$ cat src/rtl/slave_nonce_tx_pkg.sv
`default_nettype none
// ============================================================================
// Module      : slave_nonce_tx_pkg
// Description : Link constants shared by the hub-side receiver and the
//               external-miner transmitter: UART framing and bit period.
// Revision    : 1.0 - initial release
// ============================================================================
`ifndef SLAVE_NONCE_TX_PKG_SV
`define SLAVE_NONCE_TX_PKG_SV

// Bit period in clk cycles, rounded to nearest; both ends of the link use it.
`define SNT_BIT_DIV(clk_hz, baud) (((clk_hz) + ((baud) / 2)) / (baud))

package slave_nonce_tx_pkg;
  localparam int   DATA_BITS       = 8;
  localparam int   BYTES_PER_NONCE = 4;
  localparam logic START_LEVEL     = 1'b0;
  localparam logic STOP_LEVEL      = 1'b1;
  localparam logic IDLE_LEVEL      = 1'b1;
endpackage

`endif
`default_nettype wire

$ cat src/rtl/slave_nonce_tx_nonce_fifo.sv
`default_nettype none
// ============================================================================
// Module      : nonce_fifo
// Description : Small synchronous FIFO that absorbs golden-nonce bursts while
//               the serial line is busy. Registered empty/full flags.
// Revision    : 1.0 - initial release
// ============================================================================
module nonce_fifo #(
  parameter int WIDTH = 32,
  parameter int LOG2  = 2
) (
  input  logic             clk,
  input  logic             rst_n,
  input  logic             push,
  input  logic [WIDTH-1:0] din,
  input  logic             pop,
  output logic [WIDTH-1:0] dout,
  output logic             empty,
  output logic             full
);
  localparam int             c_depth      = 1 << LOG2;
  localparam logic [LOG2:0]  c_full_count = {1'b1, {LOG2{1'b0}}};

  logic [WIDTH-1:0] r_mem [c_depth];
  logic [LOG2-1:0]  r_wr_ptr;
  logic [LOG2-1:0]  r_rd_ptr;
  logic [LOG2:0]    r_count;
  logic [LOG2:0]    w_count_next;
  logic             r_empty;
  logic             r_full;
  logic             w_pop_ok;
  logic             w_push_ok;

  // A pop on an empty FIFO is ignored; a push into a full FIFO only lands
  // when a pop frees a slot in the same cycle.
  assign w_pop_ok  = pop && !r_empty;
  assign w_push_ok = push && (!r_full || w_pop_ok);

  // Occupancy after this edge; simultaneous push and pop cancel out.
  always_comb begin
    w_count_next = r_count;
    case ({w_push_ok, w_pop_ok})
      2'b10:   w_count_next = r_count + (LOG2+1)'(1);
      2'b01:   w_count_next = r_count - (LOG2+1)'(1);
      default: w_count_next = r_count;
    endcase
  end

  // Pointers, occupancy and registered status flags.
  always_ff @(posedge clk or negedge rst_n) begin
    if (!rst_n) begin
      r_wr_ptr <= '0;
      r_rd_ptr <= '0;
      r_count  <= '0;
      r_empty  <= 1'b1;
      r_full   <= 1'b0;
    end else begin
      if (w_push_ok) r_wr_ptr <= r_wr_ptr + LOG2'(1);
      if (w_pop_ok)  r_rd_ptr <= r_rd_ptr + LOG2'(1);
      r_count <= w_count_next;
      r_empty <= (w_count_next == '0);
      r_full  <= (w_count_next == c_full_count);
    end
  end

  // Storage needs no reset; validity is tracked by the occupancy count.
  always_ff @(posedge clk) begin
    if (w_push_ok) r_mem[r_wr_ptr] <= din;
  end

  assign dout  = r_mem[r_rd_ptr];
  assign empty = r_empty;
  assign full  = r_full;
endmodule
`default_nettype wire

$ cat src/rtl/slave_nonce_tx.sv
`default_nettype none
// ============================================================================
// Module      : slave_nonce_tx
// Description : Queues golden nonces and sends each as four 8N1 bytes,
//               LSB byte first, followed by one idle bit period for resync.
// Revision    : 1.0 - initial release
// ============================================================================
module slave_nonce_tx
  import slave_nonce_tx_pkg::*;
#(
  parameter int CLK_HZ    = 50000000,
  parameter int BAUD      = 115200,
  parameter int FIFO_LOG2 = 2
) (
  input  logic        clk,
  input  logic        rst_n,
  input  logic [31:0] nonce,
  input  logic        nonce_valid,
  output logic        TxD,
  output logic        busy,
  output logic        fifo_full,
  output logic [7:0]  drop_count
);
  localparam int                c_bit_div  = `SNT_BIT_DIV(CLK_HZ, BAUD);
  localparam int                c_cnt_w    = (c_bit_div > 2) ? $clog2(c_bit_div) : 1;
  localparam logic [c_cnt_w-1:0] c_div_last = c_cnt_w'(c_bit_div - 1);

  localparam logic [2:0] S_IDLE  = 3'd0;
  localparam logic [2:0] S_START = 3'd1;
  localparam logic [2:0] S_DATA  = 3'd2;
  localparam logic [2:0] S_STOP  = 3'd3;
  localparam logic [2:0] S_GAP   = 3'd4;

  logic [2:0]         r_state;
  logic [2:0]         w_state_next;
  logic [c_cnt_w-1:0] r_baud_cnt;
  logic [2:0]         r_bit_idx;
  logic [1:0]         r_byte_idx;
  logic [31:0]        r_shreg;
  logic               r_txd;
  logic               r_busy;
  logic [7:0]         r_drop_count;
  logic               w_bit_done;
  logic               w_pop;
  logic [31:0]        w_fifo_dout;
  logic               w_fifo_empty;
  logic               w_fifo_full;

  nonce_fifo #(
    .WIDTH (32),
    .LOG2  (FIFO_LOG2)
  ) u_fifo (
    .clk   (clk),
    .rst_n (rst_n),
    .push  (nonce_valid),
    .din   (nonce),
    .pop   (w_pop),
    .dout  (w_fifo_dout),
    .empty (w_fifo_empty),
    .full  (w_fifo_full)
  );

  assign w_bit_done = (r_baud_cnt == c_div_last);

  // Load a word from IDLE, or straight out of the last GAP cycle so that the
  // inter-word idle is exactly one bit period.
  assign w_pop = !w_fifo_empty &&
                 ((r_state == S_IDLE) || ((r_state == S_GAP) && w_bit_done));

  // Frame sequencing: START, 8 x DATA, STOP per byte, four bytes, then GAP.
  always_comb begin
    w_state_next = r_state;
    case (r_state)
      S_IDLE:  if (!w_fifo_empty) w_state_next = S_START;
      S_START: if (w_bit_done) w_state_next = S_DATA;
      S_DATA:  if (w_bit_done && (r_bit_idx == 3'(DATA_BITS - 1))) w_state_next = S_STOP;
      S_STOP:  if (w_bit_done) w_state_next = (r_byte_idx == 2'(BYTES_PER_NONCE - 1)) ? S_GAP : S_START;
      S_GAP:   if (w_bit_done) w_state_next = w_fifo_empty ? S_IDLE : S_START;
      default: w_state_next = S_IDLE;
    endcase
  end

  // State, baud counter and bit/byte position tracking.
  always_ff @(posedge clk or negedge rst_n) begin
    if (!rst_n) begin
      r_state    <= S_IDLE;
      r_baud_cnt <= '0;
      r_bit_idx  <= '0;
      r_byte_idx <= '0;
    end else begin
      r_state <= w_state_next;
      if ((r_state == S_IDLE) || w_bit_done || (w_state_next != r_state))
        r_baud_cnt <= '0;
      else
        r_baud_cnt <= r_baud_cnt + c_cnt_w'(1);
      if ((r_state == S_START) && w_bit_done)
        r_bit_idx <= '0;
      else if ((r_state == S_DATA) && w_bit_done)
        r_bit_idx <= r_bit_idx + 3'd1;
      if (w_pop)
        r_byte_idx <= '0;
      else if ((r_state == S_STOP) && w_bit_done && (w_state_next == S_START))
        r_byte_idx <= r_byte_idx + 2'd1;
    end
  end

  // Word shift register: whole nonce loaded on pop, one bit consumed per data bit.
  always_ff @(posedge clk or negedge rst_n) begin
    if (!rst_n)
      r_shreg <= '0;
    else if (w_pop)
      r_shreg <= w_fifo_dout;
    else if ((r_state == S_DATA) && w_bit_done)
      r_shreg <= {1'b0, r_shreg[31:1]};
  end

  // Registered line driver; async reset forces the line idle immediately.
  always_ff @(posedge clk or negedge rst_n) begin
    if (!rst_n) begin
      r_txd <= IDLE_LEVEL;
    end else begin
      case (r_state)
        S_START: r_txd <= START_LEVEL;
        S_DATA:  r_txd <= r_shreg[0];
        S_STOP:  r_txd <= STOP_LEVEL;
        default: r_txd <= IDLE_LEVEL;
      endcase
    end
  end

  // Activity flag and saturating overflow counter.
  always_ff @(posedge clk or negedge rst_n) begin
    if (!rst_n) begin
      r_busy       <= 1'b0;
      r_drop_count <= '0;
    end else begin
      r_busy <= (r_state != S_IDLE) || !w_fifo_empty;
      if (nonce_valid && w_fifo_full && !w_pop && (r_drop_count != 8'hFF))
        r_drop_count <= r_drop_count + 8'd1;
    end
  end

  assign TxD        = r_txd;
  assign busy       = r_busy;
  assign fifo_full  = w_fifo_full;
  assign drop_count = r_drop_count;
endmodule
`default_nettype wire

$ cat config.mk
export PLATFORM = sky130hd
export DESIGN_NAME = slave_nonce_tx
export DESIGN_NICKNAME = d
export VERILOG_FILES = /design/src/rtl/slave_nonce_tx_pkg.sv /design/src/rtl/slave_nonce_tx_nonce_fifo.sv /design/src/rtl/slave_nonce_tx.sv
export SDC_FILE = /design/constraint.sdc
export NUM_CORES = 1
export LEC_CHECK = 0
export ABC_AREA = 1
export CORE_MARGIN = 5
export CORE_UTILIZATION = 35
export DETAILED_ROUTE_END_ITERATION = 12
export PLACE_DENSITY_LB_ADDON = 0.12
export SYNTH_ARGS = -nofsm -noshare
export SYNTH_HDL_FRONTEND = slang
export SYNTH_SLANG_ARGS = --single-unit
$ cat constraint.sdc
create_clock -name clk -period 3.4 [get_ports clk]
set_clock_uncertainty 0.15 [all_clocks]
set_input_delay 0.34 -clock clk [delete_from_list [all_inputs] [get_ports clk]]
set_output_delay 0.34 -clock clk [all_outputs]
set_load 0.03 [all_outputs]
# Word-level counts from Yosys, hierarchy flattened
# Memories as Yosys holds them, arrays and structs flattened.
# Cells that the tools add are included.
# classes
addsub	8
div	0
bitwise	0
order_cmp	0
n_eq_ne	13
multipliers	0
mux	19
reduce_logical	26
shifts	0
# op_table
op	count
$mux W32	2
$mux W3	8
$pmux W3 S5	1
$logic_and A1 B1 Y1	12
$add A9 B1 Y9 const B	1
$eq A3 B3 Y1 const B	3
$eq A9 B9 Y1 const B	1
$mux W9	1
$add A8 B1 Y8 const B	1
$ne A8 B8 Y1 const B	1
$add A2 B1 Y2 const B	3
$add A3 B1 Y3 const B	2
$eq A3 B1 Y1 const B	2
$eq A3 B2 Y1 const B	2
$logic_not A3 Y1	2
$pmux W3 S2	1
$reduce_bool A2 Y1	3
$logic_or A1 B1 Y1	5
$eq A2 B2 Y1 const B	2
$mux W2	2
$logic_not A1 Y1	3
$mux W1	3
$ne A3 B3 Y1	1
$reduce_bool A3 Y1	1
other kinds (3)	3
# totals
n_memories	1
ram_bits	128
output_inout_bits	11
inputBits	35
regBits	68
rom_bits	0
latch_bits	0
# memory_table
name	words	word_bits	rd	rd_clocked_by_memory_dff	write_ports	line	source
u_fifo.r_mem	4	32	1	0	1	slave_nonce_tx_nonce_fifo.sv:24	logic [WIDTH-1:0] r_mem [c_depth];

# Depth between registers and ports, before layout
# Gate-level depths: netlist (run 1).
# depth
word_depth	10
ltp_mapped	17
ltp_nobuf	17

# Cells and area by module
# A second synthesis (run 1) with hierarchy kept.
# unflattened
cells_unflattened	746
hier_area_um2	8390.5
# by_module_without_submodules
mod	seq_area_each_um2	cells_per_inst	instances	area_per_inst_um2
nonce_fifo	4070.2	367	1	5236.3
slave_nonce_tx	1477.7	379	1	3154.3

# Worst setup path before layout (run 1)
# Ideal clock, no wire load.
# synth_timing
kind	reg2reg
from	register r_baud_cnt[1]
to	memory u_fifo.r_mem[0][0] (enable)
path_slack_ps	228
path_stages_with_launch	11
path_buffers	0
synth_period_minus_slack_ps	3172
required_time_ps	2829
t_arrival_ps	2601
cell_sequence	dfrtp_1 > inv_1 > ha_1 > nand2_1 > nor2_4 > nand2_4 > nand2_4 > nand2_4 > nand2_1 > nand2_1 > nor2_1
# synth_via
elab_chain_len	9
# synth_rtl
item	line	source
start: declaration	slave_nonce_tx.sv:36	logic [c_cnt_w-1:0] r_baud_cnt;
start signal: assignment	slave_nonce_tx.sv:95	r_baud_cnt <= r_baud_cnt + c_cnt_w'(1);
$eq A9 B9 Y1	slave_nonce_tx.sv:63	assign w_bit_done = (r_baud_cnt == c_div_last);
$logic_and A1 B1 Y1	slave_nonce_tx.sv:68	((r_state == S_IDLE) || ((r_state == S_GAP) && w_bit_done));
$logic_or A1 B1 Y1	slave_nonce_tx.sv:68	
$logic_and A1 B1 Y1	slave_nonce_tx.sv:67	assign w_pop = !w_fifo_empty &&
$logic_and A1 B1 Y1	slave_nonce_tx_nonce_fifo.sv:36	assign w_pop_ok = pop && !r_empty;
$logic_or A1 B1 Y1	slave_nonce_tx_nonce_fifo.sv:37	assign w_push_ok = push && (!r_full || w_pop_ok);
$logic_and A1 B1 Y1	slave_nonce_tx_nonce_fifo.sv:37	
$mux W1	slave_nonce_tx_nonce_fifo.sv:68	if (w_push_ok) r_mem[r_wr_ptr] <= din;
$mux W1 (not written as such)	slave_nonce_tx_nonce_fifo.sv:68	
end: declaration	slave_nonce_tx_nonce_fifo.sv:24	
# No other way between the ends.

# Worst setup path in the final report (run 1)
# layout_timing
from	register r_baud_cnt[0]
to	register u_fifo.r_full, in the netlist u_fifo.full
# layout_via
elab_chain_len	10
# layout_rtl
item	line	source
$eq A9 B9 Y1 *	slave_nonce_tx.sv:63	
$logic_and A1 B1 Y1 *	slave_nonce_tx.sv:68	
$logic_or A1 B1 Y1 *	slave_nonce_tx.sv:68	
$logic_and A1 B1 Y1 *	slave_nonce_tx.sv:67	
$logic_and A1 B1 Y1 *	slave_nonce_tx_nonce_fifo.sv:36	
$logic_or A1 B1 Y1	slave_nonce_tx_nonce_fifo.sv:37	
$logic_and A1 B1 Y1	slave_nonce_tx_nonce_fifo.sv:37	
$eq A2 B1 Y1 / $eq A2 B2 Y1 (equally long branches)	slave_nonce_tx_nonce_fifo.sv:42	case ({w_push_ok, w_pop_ok})
$pmux W3 S2 *	slave_nonce_tx_nonce_fifo.sv:42	
named net u_fifo.w_count_next[2]	slave_nonce_tx_nonce_fifo.sv:28	logic [LOG2:0] w_count_next;
$eq A3 B3 Y1 *	slave_nonce_tx_nonce_fifo.sv:62	r_full <= (w_count_next == c_full_count);
end signal: assignment	slave_nonce_tx_nonce_fifo.sv:62	
end: declaration	slave_nonce_tx_nonce_fifo.sv:30	logic r_full;
# Mark *: on every way through the listed nets, which the timed path passes. The rest lies on a longest branch.
# A chain may end at the register's enable or synchronous reset.

==> results of run 1 <==
[worst max path at each step]
| stage | start | to |
|---|---|---|
| final | r_baud_cnt[0]$_DFF_PN0_ | u_fifo.full$_DFF_PN0_ |
| after global routing | r_baud_cnt[0]$_DFF_PN0_ | u_fifo.full$_DFF_PN0_ |
| after CTS | r_baud_cnt[0]$_DFF_PN0_ | u_fifo.full$_DFF_PN0_ |
| after detailed placement | r_baud_cnt[0]$_DFF_PN0_ | u_fifo.full$_DFF_PN0_ |
| after global placement | r_baud_cnt[0]$_DFF_PN0_ | u_fifo.full$_DFF_PN0_ |
| after floorplan | r_baud_cnt[1]$_DFF_PN0_ | u_fifo.r_mem[0][0]$_DFFE_PP_ |
[worst max-delay path, delay by kind of cell, from the launching register on]
family	cells	cell delay (ns)
xor+xnor	1	0.23
flops	1	0.41
buf+inv	2	0.15
compound gates	2	0.25
fa+ha+maj	3	0.78
simple gates	8	0.82
[what timing repair did]
| action | CTS | global route |
|---|---|---|
| hold buffers | 1 | 0 |
| resized for setup | 0 | 0 |
| buffers inserted | 0 | 0 |
| hold endpoints to repair | 7 | 0 |
[area by class of cell]
cell class | count | area, sq um
Timing Repair Buffer | 61 | 568
Multi-Input combinational cell | 469 | 2300
Clock buffer | 18 | 429
Fill cell | 2266 | 13700
Tap cell | 319 | 399
Sequential cell | 196 | 5550
Clock inverter | 14 | 159
Inverter | 46 | 173
[metrics by stage]
stage	total power [mW]	area, sq um
6_report	5.62	9580
5_1_grt	5.88	9580
4_1_cts	5.70	9580
3_5_place_dp	3.74	8980
3_3_place_gp	3.72	8980
2_1_floorplan	3.43	8210
[flip-flops by register name, summed over array words and instances (netlist names), 3 cells and up]
register,cells
r_bit_idx,3
u_fifo.r_count,3
r_state,3
r_shreg,32
r_baud_cnt,9
u_fifo.r_mem,128
drop_count,8
[power breakdown]
| part | leakage [nW] | internal, mW | switching (mW) |
|---|---|---|---|
| Sequential | 2.00 | 2.90 | 0.102 |
| Combinational | 1.41 | 0.218 | 0.444 |
| Clock | 0.283 | 0.987 | 0.967 |
| Total | 3.69 | 4.11 | 1.51 |
[cells by family (layout without fill, tap and decap cells)]
| family | after synthesis | in the layout | synth area share, % |
|---|---|---|---|
| compound gates | 106 | 106 | 6.96 |
| xor+xnor | 14 | 14 | 1.49 |
| fa+ha+maj | 12 | 12 | 1.92 |
| buf+inv | 83 | 139 | 4.51 |
| flops | 196 | 196 | 67.6 |
| simple gates | 337 | 337 | 17.6 |
[placed cells by master, fill, tap and decap left out, types with 2 or more instances in the layout]
master / n
sky130_fd_sc_hd__nand3_1: 84
sky130_fd_sc_hd__dfstp_2: 2
sky130_fd_sc_hd__clkbuf_16: 17
sky130_fd_sc_hd__nand4_1: 3
sky130_fd_sc_hd__o22ai_1: 14
sky130_fd_sc_hd__clkinv_4: 2
sky130_fd_sc_hd__inv_6: 4
sky130_fd_sc_hd__o211ai_1: 3
sky130_fd_sc_hd__buf_4: 15
sky130_fd_sc_hd__inv_1: 42
sky130_fd_sc_hd__nor3_1: 5
sky130_fd_sc_hd__dfrtp_1: 66
sky130_fd_sc_hd__xnor2_1: 7
sky130_fd_sc_hd__clkinv_8: 4
sky130_fd_sc_hd__nor2_2: 6
sky130_fd_sc_hd__or2_2: 2
sky130_fd_sc_hd__inv_8: 3
sky130_fd_sc_hd__o21ai_0: 78
sky130_fd_sc_hd__inv_2: 4
sky130_fd_sc_hd__o21a_1: 2
sky130_fd_sc_hd__nand2_4: 3
sky130_fd_sc_hd__nand2_1: 108
sky130_fd_sc_hd__nor2_4: 2
sky130_fd_sc_hd__nand2_2: 2
sky130_fd_sc_hd__a21oi_1: 5
sky130_fd_sc_hd__xor2_1: 7
sky130_fd_sc_hd__ha_1: 11
sky130_fd_sc_hd__nor2_1: 121
sky130_fd_sc_hd__clkdlybuf4s50_1: 44
sky130_fd_sc_hd__edfxtp_1: 128
[layer usage]
layer	track usage, %	share of wire, %
met3	2.67	2.4
met4	4.38	1.4
met2	24.3	52
met1	16.5	44
met5	0	0
==> PnR_summary.wiki, run 1 <==
{| class="wikitable"
! Metric !! Value
|-
| Max stage delay cell, worst path || sky130_fd_sc_hd__dfrtp_1
|-
| Share of the clock period used by the worst path after layout || 84.4%
|-
| Worst r2r dst || u_fifo.full$_DFF_PN0_
|-
| Area fraction of the dominant cell type after synthesis || 46.8%
|-
| Initial Utilization || 35.3%
|-
| Final worst setup slack || 0.530 ns
|-
| Top fanout value on the critical path || 7
|-
| Biggest area contributors in the synthesized netlist || sky130_fd_sc_hd__edfxtp_1 (47%), sky130_fd_sc_hd__dfrtp_1 (20%), sky130_fd_sc_hd__nor2_1 (5.7%)
|-
| Data arrival time of the critical path || 3.09 ns
|-
| Worst Hold Depth || 1
|-
| Cells after synthesis || 748
|-
| R2R depth || 16
|-
| Cell Count, Final, Fillers Out || 1123
|-
| Clock tree from TritonCTS || yes
|-
| Hold crit path type || reg2reg
|-
| Leakage power of the design || 3.69 nW
|-
| Worst hold-check slack || 0.339 ns
|-
| Total Routed Length || 17.0 mm
|-
| Largest area contributor in the netlist || sky130_fd_sc_hd__edfxtp_1
|-
| Syn_nets || 795
|-
| Max-cap check violation count || 0
|-
| Placed wire-length estimate || 9.80 mm
|-
| Total Routing Usage GR || 13.6%
|-
| Most frequent cells after synthesis || sky130_fd_sc_hd__edfxtp_1 (128), sky130_fd_sc_hd__nor2_1 (125), sky130_fd_sc_hd__nand2_1 (108), sky130_fd_sc_hd__nand3_1 (84), sky130_fd_sc_hd__o21ai_0 (78)
|-
| Row cnt || 56
|-
| Width of the chip || 163 microns
|-
| Routed WL per cell || 15.2 microns
|-
| Count of flip-flops with a built-in enable after synthesis || 128
|-
| Hold violation count in the final report || 0
|-
| Mean instance size in the synthesized netlist || 11.0 sq um
|-
| Ports || 46
|-
| CP Capture Type || flip-flop
|-
| Final core occ || 41.2%
|-
| Largest net degree at the start of global routing || 69
|-
| Worst rel slew slack || 38.5%
|-
| Internal reg-to-reg setup slack || 0.53 ns
|-
| Pwr per Cell Area || 587 nW/um^2
|-
| Crit path required time || 3.62 ns
|-
| Transition time of the tightest slew-check pin || 0.922 ns
|-
| Count of pins over their slew limit || 0
|-
| Worst vdd rail ir drop || 0.000283 V
|-
| Layout cell share with drive strength beyond 1 || 8.71%
|-
| Total number of yosys warnings || 0
|-
| Nets || 838
|-
| Vias per std cell || 4.69
|-
| Ys async rst share || 34.7%
|-
| DRT antenna net count || 0
|-
| Number of setup violations in the final report || 0
|-
| Post-route DRC || 0
|-
| Fmax || 0.348 GHz
|-
| Number of violations reported at the end of detailed-routing iteration 0 || 296
|-
| Total number of clock tree sinks || 196
|-
| Total grt overflow || 0
|-
| Post-Syn Area || 8210 sq um
|-
| Placer congestion estimate || 0.799
|-
| Core ar. || 23300 sq um
|-
| Count of distinct cell types in the synthesized netlist || 34
|-
| Dominant register cell in the synthesized netlist || sky130_fd_sc_hd__edfxtp_1
|-
| Level count of the clock H-tree || 4
|-
| Number of synthesized register bits || 196
|-
| I/O Buffers || 45
|-
| Antenna diodes || 0
|-
| Number of buffers on the longest clock path || 2
|-
| Via count of the first global-routing pass || 5397
|-
| Run status || completed
|-
| Type of the worst setup path || reg2reg
|-
| Hold Path Sink || busy$_DFF_PN0_
|-
| Cell-by-cell trace of the critical path || ha_1 > nand2_1 > nor2_4 > nand2_4 > nand2_4 > nand2_4 > nand2_1 > nand2_1 > ha_1 > inv_1 > fa_1 > a21oi_1 > o21ai_0 > xor2_1 > inv_1 > nor2_1
|-
| Delay contributed by the slowest stage of the critical path || 0.41 ns
|-
| Sequential-to-total area share from yosys stat || 67.6%
|-
| # placed instances || 1090
|-
| Type of element launching the critical path || flip-flop
|-
| Total negative slack || 0 ns
|-
| Number of clock buffers inserted by TritonCTS || 17
|-
| Setup repair after global routing missed its margin || no
|-
| Worst reg2reg startpoint || r_baud_cnt[0]$_DFF_PN0_
|-
| Die outline height || 163 microns
|-
| Total vias in the final route || 5264
|-
| Dominant cell by count in the synthesized netlist || sky130_fd_sc_hd__edfxtp_1
|-
| Clock-pin slew of the registers on the worst-case setup and hold paths || 0.08 ns
|-
| Area of the die || 26600 sq um
|-
| First-pass GRT wire length || 28.2 mm
|-
| Clk Tree Root Cell || sky130_fd_sc_hd__clkbuf_16
|-
| First-pass iteration count of the detailed router || 4
|-
| Clock period minus worst slack || 2.87 ns
|-
| Synthesis-to-finish area growth || 16.7%
|-
| Worst hold start || u_fifo.empty$_DFF_PN1_
|-
| Number of antenna violations at the first check in global routing || 0
|-
| Later-pin clock latency in the skew report || 0.44 ns
|-
| Worst slack, placed || 0.493 ns
|}
Power figures use the tool's default switching activity.
==> run 2, diff against run 1 <==
==> constraint.sdc (replaced) <==
create_clock -name clk -period 2.8 [get_ports clk]
set_clock_uncertainty 0.15 [all_clocks]
set_input_delay 0.28 -clock clk [delete_from_list [all_inputs] [get_ports clk]]
set_output_delay 0.28 -clock clk [all_outputs]
set_load 0.03 [all_outputs]
==> run 2 against run 1 <==
Non-clock buffer count grew 3; global-route usage shrank 0.12 points; fmax grew 11%; critical path depth is the same; total power grew 23%; cell count grew 0.27%; largest cell class unchanged.
==> PnR_summary.wiki, run 2 (synthesis gave the netlist of run 1 again) <==
{| class="wikitable"
! Metric !! Value
|-
| Area of the die || 26600 sq um (unchanged)
|-
| Most common library cell in the layout ignoring fill and taps || sky130_fd_sc_hd__edfxtp_1 (unchanged)
|-
| CP Capture Type || flip-flop (unchanged)
|-
| Antenna diodes || 0 (unchanged)
|-
| Pwr per Cell Area || 714 nW/um^2 (was 587 nW/um^2)
|-
| Hold crit path type || in2async (was reg2reg)
|-
| Final core occ || 41.6% (was 41.2%)
|-
| Later-pin clock latency in the skew report || 0.43 ns (was 0.44 ns)
|-
| First-pass GRT wire length || 27.9 mm (was 28.2 mm)
|-
| Clock-pin slew of the registers on the worst-case setup and hold paths || 0.08 ns (about the same)
|-
| Hold violation count in the final report || 0 (unchanged)
|-
| Cell Count, Final, Fillers Out || 1126 (was 1123)
|-
| Delay contributed by the slowest stage of the critical path || 0.42 ns (was 0.41 ns)
|-
| Share of the clock period used by the worst path after layout || 92.5% (was 84.4%)
|-
| Number of antenna violations at the first check in global routing || 0 (unchanged)
|-
| Total Routing Usage GR || 13.5% (was 13.6%)
|-
| Total number of clock tree sinks || 196 (unchanged)
|-
| Core ar. || 23300 sq um (unchanged)
|-
| Routed metal-1 wirelength || 7.90 mm (was 7.55 mm)
|-
| Most prevalent standard cell on the critical path || sky130_fd_sc_hd__nand2_4
|-
| Type of the worst setup path || reg2reg (unchanged)
|-
| Clk Tree Root Cell || sky130_fd_sc_hd__clkbuf_16 (unchanged)
|-
| Routed WL per cell || 15.1 microns (was 15.2 microns)
|-
| Top fanout value on the critical path || 5 (was 7)
|-
| Setup repair after global routing missed its margin || no (unchanged)
|-
| Area of the multi-input gates || 2310 sq um (was 2300 sq um)
|-
| Clock tree from TritonCTS || yes (unchanged)
|-
| DP Area || 9060 sq um (was 8980 sq um)
|-
| Largest net degree at the start of global routing || 66 (was 69)
|-
| Number of clock buffers inserted by TritonCTS || 17 (unchanged)
|-
| Vias per std cell || 4.76 (was 4.69)
|-
| Layout cell share with drive strength beyond 1 || 9.17% (was 8.71%)
|-
| Cell area after layout || 9680 sq um (was 9580 sq um)
|-
| Ports || 46 (unchanged)
|-
| I/O Buffers || 45 (unchanged)
|-
| Leakage power of the design || 3.73 nW (was 3.69 nW)
|-
| Most flops, register || u_fifo.r_mem (unchanged)
|-
| Number of violations reported at the end of detailed-routing iteration 0 || 335 (was 296)
|-
| FF+latch area || 5550 sq um (unchanged)
|-
| Max-cap check violation count || 0 (unchanged)
|-
| Data arrival time of the critical path || 2.81 ns (was 3.09 ns)
|-
| First-pass iteration count of the detailed router || 4 (unchanged)
|-
| Type of element launching the critical path || flip-flop (unchanged)
|-
| Biggest regs || u_fifo.r_mem: 128 flops, r_shreg: 32 flops, r_baud_cnt: 9 flops (unchanged)
|-
| Total vias in the final route || 5365 (was 5264)
|-
| Buf+Inv Stages, Crit Path || 2 (unchanged)
|-
| Worst vdd rail ir drop || 0.000335 V (was 0.000283 V)
|-
| Final worst setup slack || 0.211 ns (was 0.530 ns)
|-
| Total Routed Length || 17.0 mm (about the same)
|-
| Placed wire-length estimate || 9.53 mm (was 9.80 mm)
|-
| Fill cell total of the finished layout || 2260 (was 2266)
|-
| Number of stages on the worst setup path || 16 (unchanged)
|-
| Nets || 841 (was 838)
|-
| Total grt overflow || 0 (unchanged)
|-
| Synthesis-to-finish area growth || 17.9% (was 16.7%)
|-
| Count of pins over their slew limit || 0 (unchanged)
|-
| DRT antenna net count || 0 (unchanged)
|-
| Total negative slack || 0 ns (unchanged)
|-
| Row cnt || 56 (unchanged)
|-
| Clock period minus worst slack || 2.59 ns (was 2.87 ns)
|-
| Overall power || 6.91 mW (was 5.62 mW)
|-
| Largest register FFs || 128 (unchanged)
|-
| Level count of the clock H-tree || 4 (unchanged)
|-
| R2R depth || 16 (unchanged)
|-
| Worst hold-check slack || 0.281 ns (was 0.339 ns)
|-
| Crit path required time || 3.02 ns (was 3.62 ns)
|-
| Placer congestion estimate || 0.711 (was 0.799)
|-
| Highest metal used || met4 (unchanged)
|-
| Worst rel slew slack || 52.6% (was 38.5%)
|-
| Length of routed met2 wiring || 8.53 mm (was 8.85 mm)
|-
| Top delay family on crit path || adder cells (was simple AND/OR/NAND/NOR gates)
|-
| Number of setup violations in the final report || 0 (unchanged)
|-
| Transition time of the tightest slew-check pin || 0.711 ns (was 0.922 ns)
|-
| Detail Route met3 WL || 398 microns (was 410 microns)
|-
| Max stage delay cell, worst path || sky130_fd_sc_hd__dfrtp_1 (unchanged)
|-
| Fmax || 0.386 GHz (was 0.348 GHz)
|-
| Die outline height || 163 microns (unchanged)
|-
| Via count of the first global-routing pass || 5322 (was 5397)
|-
| Worst slack, placed || 0.0807 ns (was 0.493 ns)
|-
| Width of the chip || 163 microns (unchanged)
|-
| Post-route DRC || 0 (unchanged)
|-
| Initial Utilization || 35.3% (unchanged)
|-
| Cell-by-cell trace of the critical path || ha_1 > nand2_1 > nor2_4 > nand2_4 > nand2_4 > nand2_4 > nand2_1 > nand2_2 > ha_1 > inv_1 > fa_2 > a21oi_1 > o21ai_1 > xor2_1 > buf_4 > nor2_1 (was ha_1 > nand2_1 > nor2_4 > nand2_4 > nand2_4 > nand2_4 > nand2_1 > nand2_1 > ha_1 > inv_1 > fa_1 > a21oi_1 > o21ai_0 > xor2_1 > inv_1 > nor2_1)
|-
| Number of buffers on the longest clock path || 2 (unchanged)
|-
| Top library cells by usage in the layout, fill and taps aside || sky130_fd_sc_hd__edfxtp_1 (128), sky130_fd_sc_hd__nor2_1 (121), sky130_fd_sc_hd__nand2_1 (107) (was sky130_fd_sc_hd__edfxtp_1 (128), sky130_fd_sc_hd__nor2_1 (121), sky130_fd_sc_hd__nand2_1 (108))
|-
| Run status || completed (unchanged)
|-
| # placed instances || 1090 (unchanged)
|}
[run 2: changes by cell type in the layout (fill, tap and decap cells not counted), sizes merged]
cell / previous run / this run
clkbuf: 18 / 17
clkinvlp: 1 / 0
inv: 53 / 55
buf: 16 / 19
[run 2: area by class of cell]
type	count	share of cell area, %
multi-input combinational	469	23.9
clock buffer	17	4.39
sequential	196	57.3
tap	319	4.12
timing repair buffer	64	6.88
inverter	46	1.78
clock inverter	15	1.64
[run 2: worst paths after layout]
| kind | start | to | slack [ns] |
|---|---|---|---|
| min | rst_n | drop_count[2]$_DFFE_PN0P_ | 0.28 |
| min in group clk | nonce[23] | u_fifo.r_mem[2][23]$_DFFE_PP_ | 0.32 |
| max reg2reg | r_baud_cnt[0]$_DFF_PN0_ | u_fifo.empty$_DFF_PN1_ | 0.21 |
| max | r_baud_cnt[0]$_DFF_PN0_ | u_fifo.empty$_DFF_PN1_ | 0.21 |
| max in group asynchronous | rst_n | u_fifo.empty$_DFF_PN1_ | 1.55 |
| min reg2reg | u_fifo.empty$_DFF_PN1_ | busy$_DFF_PN0_ | 0.34 |
[run 2: repair_timing]
action                                  4_1_cts  5_1_grt
endpoints found under the setup margin        0        2
hold endpoints to repair                     27        0
hold buffers                                  1        0
buffers inserted                              0        3
resized for setup                             0        5
[run 2: worst reg2reg max path: cells and delay by family (launching register included)]
kind | cells | cell delay, ns
xor+xnor | 1 | 0.19
simple gates | 8 | 0.64
flops | 1 | 0.42
fa+ha+maj | 3 | 0.69
buf+inv | 2 | 0.21
compound gates | 2 | 0.25
[run 2: where the power goes]
part	total, mW	switching (mW)	internal [mW]
sequential	3.65	0.126	3.52
clock	2.38	1.18	1.20
combinational	0.887	0.556	0.332
[run 2: per-layer routing]
layer | up-vias | global-route usage, %
met2 | 47 | 22.7
met5 | - | 0
li1 | 2643 | -
met4 | 0 | 3.93
met1 | 2665 | 17.4
met3 | 10 | 3.10
